==> src/rtl/nco_tone_sequencer.sv <==
// Steps the NCO through a tone table, tagging each output sample; tags trail issues by LAT enabled cycles.
// Backpressure: dn_ready gates nco_clken directly, so counters, table loads and the tag pipe all hold while it is low.
module nco_tone_sequencer #(
    parameter int APR    = 32,
    parameter int NTONE  = 8,
    parameter int LOG2NT = 3,
    parameter int DWW    = 16,
    parameter int LAT    = 6
) (
    input  logic              clk,
    input  logic              reset,
    input  logic              cfg_we,
    input  logic [LOG2NT-1:0] cfg_addr,
    input  logic [APR-1:0]    cfg_data,
    input  logic [LOG2NT-1:0] last_tone,
    input  logic [DWW-1:0]    dwell,
    input  logic              loop_en,
    input  logic              start,
    input  logic              stop,
    input  logic              dn_ready,
    input  logic              nco_out_valid,
    output logic [APR-1:0]    nco_phi_inc,
    output logic              nco_clken,
    output logic              samp_valid,
    output logic [LOG2NT-1:0] samp_tone,
    output logic              samp_last,
    output logic              busy,
    output logic              done
);
    localparam int DRW = $clog2(LAT + 1);

    typedef enum logic [1:0] {S_IDLE, S_RUN, S_DRAIN} state_t;

    state_t            state, state_nxt;
    logic [APR-1:0]    table_q [NTONE];
    logic [LOG2NT-1:0] tone, last_q, tone_inc;
    logic [DWW-1:0]    dcnt, dwell_q;
    logic              loop_q;
    logic [DRW-1:0]    dr_cnt;
    logic [LAT-1:0]    pv, pl;
    logic [LOG2NT-1:0] pt [LAT];
    logic              issue, seq_last, drain_end;

    always_comb begin
        tone_inc  = tone + LOG2NT'(1);
        nco_clken = (state == S_RUN || state == S_DRAIN) && dn_ready;
        issue     = (state == S_RUN) && nco_clken;
        seq_last  = issue && !(dcnt < dwell_q) && (tone == last_q) && !loop_q;
        drain_end = (state == S_DRAIN) && nco_clken && (dr_cnt == DRW'(LAT - 1));
        state_nxt = state;
        case (state)
            S_IDLE:  if (start) state_nxt = S_RUN;
            S_RUN:   if (stop || seq_last) state_nxt = S_DRAIN;
            S_DRAIN: if (drain_end) state_nxt = S_IDLE;
            default: state_nxt = S_IDLE;
        endcase
    end

    always_ff @(posedge clk) begin
        if (reset) begin
            state       <= S_IDLE;
            nco_phi_inc <= '0;
            tone        <= '0;
            dcnt        <= '0;
            last_q      <= '0;
            dwell_q     <= '0;
            loop_q      <= 1'b0;
            dr_cnt      <= '0;
            pv          <= '0;
            pl          <= '0;
            for (int i = 0; i < NTONE; i++) table_q[i] <= '0;
            for (int i = 0; i < LAT; i++) pt[i] <= '0;
        end else begin
            state <= state_nxt;
            if (cfg_we) table_q[cfg_addr] <= cfg_data;

            // run parameters are captured once so reconfiguration mid-run cannot disturb it
            if (state == S_IDLE && start) begin
                tone        <= '0;
                dcnt        <= '0;
                nco_phi_inc <= table_q[0];
                last_q      <= last_tone;
                dwell_q     <= dwell;
                loop_q      <= loop_en;
            end

            if (issue) begin
                if (dcnt < dwell_q) begin
                    dcnt <= dcnt + DWW'(1);
                end else begin
                    dcnt <= '0;
                    if (tone < last_q) begin
                        tone        <= tone_inc;
                        nco_phi_inc <= table_q[tone_inc];
                    end else if (loop_q) begin
                        tone        <= '0;
                        nco_phi_inc <= table_q[0];
                    end
                end
            end

            if (state == S_RUN)
                dr_cnt <= '0;
            else if (state == S_DRAIN && nco_clken)
                dr_cnt <= dr_cnt + DRW'(1);

            // tag pipe advances in lockstep with the NCO pipeline
            if (nco_clken) begin
                pv    <= {pv[LAT-2:0], (state == S_RUN)};
                pl    <= {pl[LAT-2:0], seq_last};
                pt[0] <= tone;
                for (int i = 1; i < LAT; i++) pt[i] <= pt[i-1];
            end
        end
    end

    assign samp_valid = nco_clken & nco_out_valid & pv[LAT-1];
    assign samp_tone  = pt[LAT-1];
    assign samp_last  = samp_valid & pl[LAT-1];
    assign busy       = (state != S_IDLE);
    assign done       = drain_end;

endmodule

==> config.mk <==
export PLATFORM = sky130hd
export DESIGN_NAME = nco_tone_sequencer
export DESIGN_NICKNAME = d
export VERILOG_FILES = /design/src/rtl/nco_tone_sequencer.sv
export SDC_FILE = /design/constraint.sdc
export NUM_CORES = 1
export LEC_CHECK = 0
export ABC_AREA = 1
export BUFFER_PORTS_ARGS = -buffer_cell sky130_fd_sc_hd__buf_2
export CAP_MARGIN = 5
export CORE_MARGIN = 4
export CORE_UTILIZATION = 60
export CTS_CLUSTER_DIAMETER = 100
export DETAILED_ROUTE_END_ITERATION = 12
export PLACE_DENSITY = 0.79
export SLEW_MARGIN = 25
export SYNTH_ARGS = -nofsm -noshare
export SYNTH_HDL_FRONTEND = slang
export SYNTH_SLANG_ARGS = --single-unit
export TNS_END_PERCENT = 1
==> constraint.sdc <==
create_clock -name clk -period 6.8 [get_ports clk]
set_clock_uncertainty 0.2 [all_clocks]
set_input_delay 0.68 -clock clk [delete_from_list [all_inputs] [get_ports clk]]
set_output_delay 0.68 -clock clk [all_outputs]
set_load 0.005 [all_outputs]
==> results_dict.tcl, run 1 <==
set metrics [dict create \
    dieArea_sq_um 30300 \
    layout-drive-gt1-share_pct 10.9 \
    rsz0062_at_grt "no" \
    final_cell_area_sq_um 18400 \
    first_global_vias 12200 \
    start_util_pct 61.3 \
    power_density_nw_per_um2 307 \
    syn_area_per_cell_sq_um 9.46 \
    grt_usage_pct 26.1 \
    final_nets 1888 \
    min_period_over_period_pct 56.3 \
    internal_power_mw 4.11 \
    ios 102 \
    timing.fmax_ghz 0.261 \
    cts_hold_buf 0 \
    ys_seq_area_share_pct 60.3 \
    slew_headroom_pct 34.6 \
    grt_pass1_wl_mm 63.8 \
    cts_tree "built" \
    synth_edf_count 274 \
    antenna_found_initial 1 \
    p_sw_mw 1.54 \
    crit_path_start_kind "primary input" \
    rr_startpoint "tone[0]" \
    grt-ovfl-total 0 \
    worst_pin_slew_ns 0.982 \
    hold_violations 0 \
    clk_pin_slew_ns 0.06 \
    ys.warnings.count 0 \
    synth_top_area_share_pct 49.7 \
    numClockSinks 362 \
    wl_per_cell_microns 18.8 \
    synth-async-reset-ratio_pct 0 \
    final_cells 2170 \
    fp-row-count 60 \
    vias 12900 \
    cp-startpoint "reset" \
    netlist_area_sq_um 16600 \
    pwr-share-clk_pct 37.3 \
    arrival_ns 3.83 \
    drc 0 \
    cp_max_fo 33 \
    ys_types 43 \
    ctsRootBufferMaster "clkbuf_16" \
    syn2layout_area_growth_pct 11.1 \
    dp_cells 2101 \
    cts_buffers 37 \
    synth_top_cell_by_area "edfxtp_1" \
    critical_path_class "primary input to flop" \
    p_seq_share_pct 47.2 \
    mostFrequentLayoutCells "nor2_1, edfxtp_1, o21ai_0" \
    final_common_cell "nor2_1" \
    dp_hpwl_mm 24.6 \
    synth_area_leaders "edfxtp_1, dfxtp_1, nor2_1, o21ai_0, nand2_1" \
    tns_ns 0 \
    vias_per_cell 5.93 \
    cts_resized 0 \
    n_antenna_cell 0 \
    ys.flop_type "edfxtp_1" \
    placed_cell_area_sq_um 17100 \
    grt_max_degree 104 \
    end_kind "flop" \
    p_sw_share_pct 27.3 \
    required_ns 6.80 \
    drt_wl_total_mm 40.7 \
    fp.coreArea_sq_um 27000 \
    ir_worst_vdd_mv 0.220 \
    htreeDepth 2 \
    min_from "dwell[0]" \
    insertion_delay_ns 0.52 \
    clockBufferDepth 3 \
    period_needed_ns 3.83 \
    ant_nets 0 \
    syn_inst 1752 \
    die_h_microns 174 \
    hold_class "primary input to flop" \
    drtIter0Drc 1837 \
    slew_viol_final 0 \
    cts_setup_buffers 0 \
    firstDrtPassIters 6 \
    setup_viol 0 \
    status "complete, no violations" \
    pwr-share-comb_pct 15.5 \
    syn-num-nets 1840 \
    port-buffer-count 101 \
    leakagePower_nw 7.14 \
    place_congestion 0.825 \
    max-cap-violations 0 \
    die_x_microns 174 \
    yosys_register_bits 362 \
]
[sequential cells by signal, summed over array words and instances, names as in the netlist, 2 cells and up]
signal	flops
table_q	256
tone	3
state	2
nco_phi_inc	32
pv	6
last_q	3
dwell_q	16
pl	6
dr_cnt	3
pt	18
dcnt	16
[worst paths after layout]
check / endpoint / slack (ns) / cells past startpoint
max: table_q[7][21] / 2.97 / 9
min: dwell_q[0] / 0.24 / 3
max reg2reg: nco_phi_inc[15] / 3.21 / 8
min reg2reg: dwell_q[11] / 0.26 / 2
[metrics by stage]
step,util [%],setup WS (ns),hold WS (ns),power [mW]
finish,68.1,2.97,0.244,5.66
global placement,63.3,2.10,0.248,3.53
CTS,68.0,2.53,0.220,5.66
floorplan,-,3.99,0.233,3.31
detailed placement,63.4,1.98,0.254,3.57
global route,68.1,2.73,0.254,5.89
[Yosys cell counts (3+ instances only)]
| cell type | count |
|---|---|
| ha_1 | 26 |
| nand3b_1 | 4 |
| buf_4 | 6 |
| edfxtp_1 | 274 |
| dfxtp_1 | 88 |
| o31ai_1 | 32 |
| nand2_1 | 180 |
| inv_1 | 149 |
| nor2_1 | 425 |
| a21oi_1 | 113 |
| nand3_1 | 44 |
| clkbuf_1 | 68 |
| o21ai_0 | 181 |
| nor3_1 | 4 |
| o22ai_1 | 12 |
| o211ai_1 | 63 |
| mux2i_1 | 3 |
| buf_6 | 8 |
| buf_1 | 6 |
| buf_2 | 24 |
| o21ai_1 | 10 |
[cells by family after synthesis]
| logic type | synth area share (%) |
|---|---|
| buffers and inverters | 6.92 |
| AO/OA/AOI/OAI | 14.3 |
| AND/OR/NAND/NOR | 16.1 |
| flip-flops | 60.3 |
| multiplexers | 0.181 |
| adder cells (fa/ha/maj) | 1.96 |
| XOR/XNOR | 0.204 |
[final cells by class]
class	instances	area [sq um]
clock buffers	49	1030
inverters	154	586
well taps	341	427
flip-flops and latches	362	9990
clock inverters	19	223
multi-input cells	1122	5460
fillers	2048	8610
repair buffers	123	691
[worst max-delay path, cell delays in order]
cell	delay, ns
buf_2	0.29
buf_16	0.26
inv_1	0.38
buf_4	0.39
nand2_1	0.12
nor2_1	0.30
nand2_2	0.46
nand2_1	0.52
buf_4	0.38
[per-layer routing]
metal  share of wire, %  global-route usage (%)  vias up
met5              0.032                       0        -
met4                2.0                    7.09        2
met3                 11                    6.20       77
met2                 45                    40.2      660
met1                 41                    37.6     6085
li1                   -                       -     6041
[power by group through the flow]
stage / Sequential (mW) / Clock (mW) / Combinational, mW
floorplan: 2.69 / 0 / 0.619
global placement: 2.71 / 0 / 0.823
detailed placement: 2.72 / 0 / 0.856
CTS: 2.67 / 2.12 / 0.865
global route: 2.69 / 2.22 / 0.986
finish: 2.67 / 2.11 / 0.875
No activity file was read; power rests on OpenSTA's default activity.
==> run 2, diff against run 1 <==
Clock period 6.8 ns to 3.6 ns, I/O delays scaled along.
==> run 2 against run 1 <==
Effect of this change: via count increased by 0.79%; register-to-register slack worse by 2.4 ns; largest power group unchanged; sequential power up 89%; critical path type is now flop to flop; largest cell class unchanged.
==> results_dict.tcl, run 2 (synthesis gave the netlist of run 1 again) <==
set metrics [dict create \
    slew_viol_final 0 \
    insertion_delay_ns 0.52 \
    cts_tree "built" \
    setup_viol 0 \
    pwr-share-clk_pct 36.1 \
    pwr-share-comb_pct 16.3 \
    dp_hpwl_mm 23.1 \
    ios 102 \
    grt_pass1_wl_mm 65.1 \
    ctsRootBufferMaster "clkbuf_16" \
    nFillCells 1951 \
    tns_ns 0 \
    clk_pin_slew_ns 0.06 \
    final_common_cell "nor2_1" \
    die_h_microns 174 \
    cp_max_fo 41 \
    clockBufferDepth 3 \
    slew_headroom_pct 37.7 \
    p_sw_share_pct 27.4 \
    numClockSinks 362 \
    wl_per_cell_microns 19.1 \
    end_kind "flop" \
    internal_power_mw 7.70 \
    grt-ovfl-total 0 \
    total_power_mw 10.6 \
    vias 13000 \
    p_seq_share_pct 47.6 \
    vias_per_cell 5.90 \
    required_ns 3.84 \
    layout-drive-gt1-share_pct 11.1 \
    first_global_vias 12500 \
    cts_hold_buf 19 \
    critical_path_class "flop to flop" \
    grt_max_degree 84 \
    grt_usage_pct 26.7 \
    dieArea_sq_um 30300 \
    place_congestion 0.827 \
    drc 0 \
    crit_path_start_kind "flop" \
    syn2layout_area_growth_pct 12.8 \
    fp.coreArea_sq_um 27000 \
    power_density_nw_per_um2 567 \
    p_sw_mw 2.90 \
    drtIter0Drc 1610 \
    leakagePower_nw 7.27 \
    max-cap-violations 0 \
    rsz0062_at_grt "no" \
    cts_buffers 38 \
    antenna_found_initial 0 \
    reg_top3 "table_q: 256 flops, nco_phi_inc: 32 flops, pt: 18 flops" \
    cts_resized 0 \
    hold_ws_ns 0.0328 \
    mostFrequentLayoutCells "nor2_1, edfxtp_1, o21ai_0" \
    final_util_pct 69.2 \
    firstDrtPassIters 5 \
    fp-row-count 60 \
    n_antenna_cell 0 \
    arrival_ns 2.99 \
    htreeDepth 2 \
    port-buffer-count 101 \
    top_register "table_q" \
    cts_setup_buffers 0 \
    hold_class "primary input to flop" \
    largest_reg_flops 256 \
    ant_nets 0 \
    placed_cell_area_sq_um 17300 \
    status "complete, no violations" \
    final_cell_area_sq_um 18700 \
    hold_violations 0 \
    period_needed_ns 2.75 \
    final_nets 1915 \
    start_util_pct 61.3 \
    timing.fmax_ghz 0.363 \
    ir_worst_vdd_mv 0.405 \
    min_period_over_period_pct 76.5 \
    worst_pin_slew_ns 0.932 \
    drt_wl_total_mm 41.9 \
    die_x_microns 174 \
]
-- run 2: cell type report --
type                    instances  area, sq um  area share (%)
flip-flops and latches        362         9990            53.5
inverters                     154          583            3.12
repair buffers                149         1010            5.42
clock inverters                 9         76.3           0.408
well taps                     341          427            2.28
clock buffers                  60         1150            6.13
multi-input cells            1122         5460            29.2
-- run 2: through the flow --
step / instances / setup slack, ns
3_5_place_dp: 2109 / 0.909
6_report: 2197 / 0.848
3_3_place_gp: 2109 / 1.02
4_1_cts: 2197 / 0.878
2_1_floorplan: 1752 / 1.11
5_1_grt: 2197 / 0.616
-- run 2: path summary, 6_finish.rpt --
path	start	to	slack, ns	cells after the start
max	tone[0]	nco_phi_inc[15]	0.85	11
min	loop_en	loop_q	0.03	3
max reg2reg	tone[0]	nco_phi_inc[15]	0.85	11
min reg2reg	dwell_q[10]	dwell_q[10]	0.26	2
-- run 2: power by group through the flow --
stage | combinational (mW) | clock (mW) | sequential [mW]
2_1_floorplan | 1.17 | 0 | 5.08
3_3_place_gp | 1.61 | 0 | 5.11
3_5_place_dp | 1.68 | 0 | 5.13
4_1_cts | 1.71 | 3.84 | 5.04
5_1_grt | 1.93 | 4.03 | 5.08
6_report | 1.73 | 3.82 | 5.05
-- run 2: metal layers --
layer	up-vias	global-route usage [%]	wire length, microns
li1	6096	-	-
met1	6043	35.5	16200
met2	704	44.5	20100
met3	124	4.05	4090
met4	0	10.9	1580
met5	-	0	0
-- run 2: worst max-delay path, stage by stage (launching register included) --
cell	delay, ns
dfxtp_4	0.45
inv_4	0.34
ha_1	0.22
inv_1	0.04
a31oi_1	0.12
nand2_1	0.12
inv_2	0.40
buf_12	0.30
nand3_1	0.12
o31ai_1	0.09
nand2_1	0.09
a21oi_1	0.18
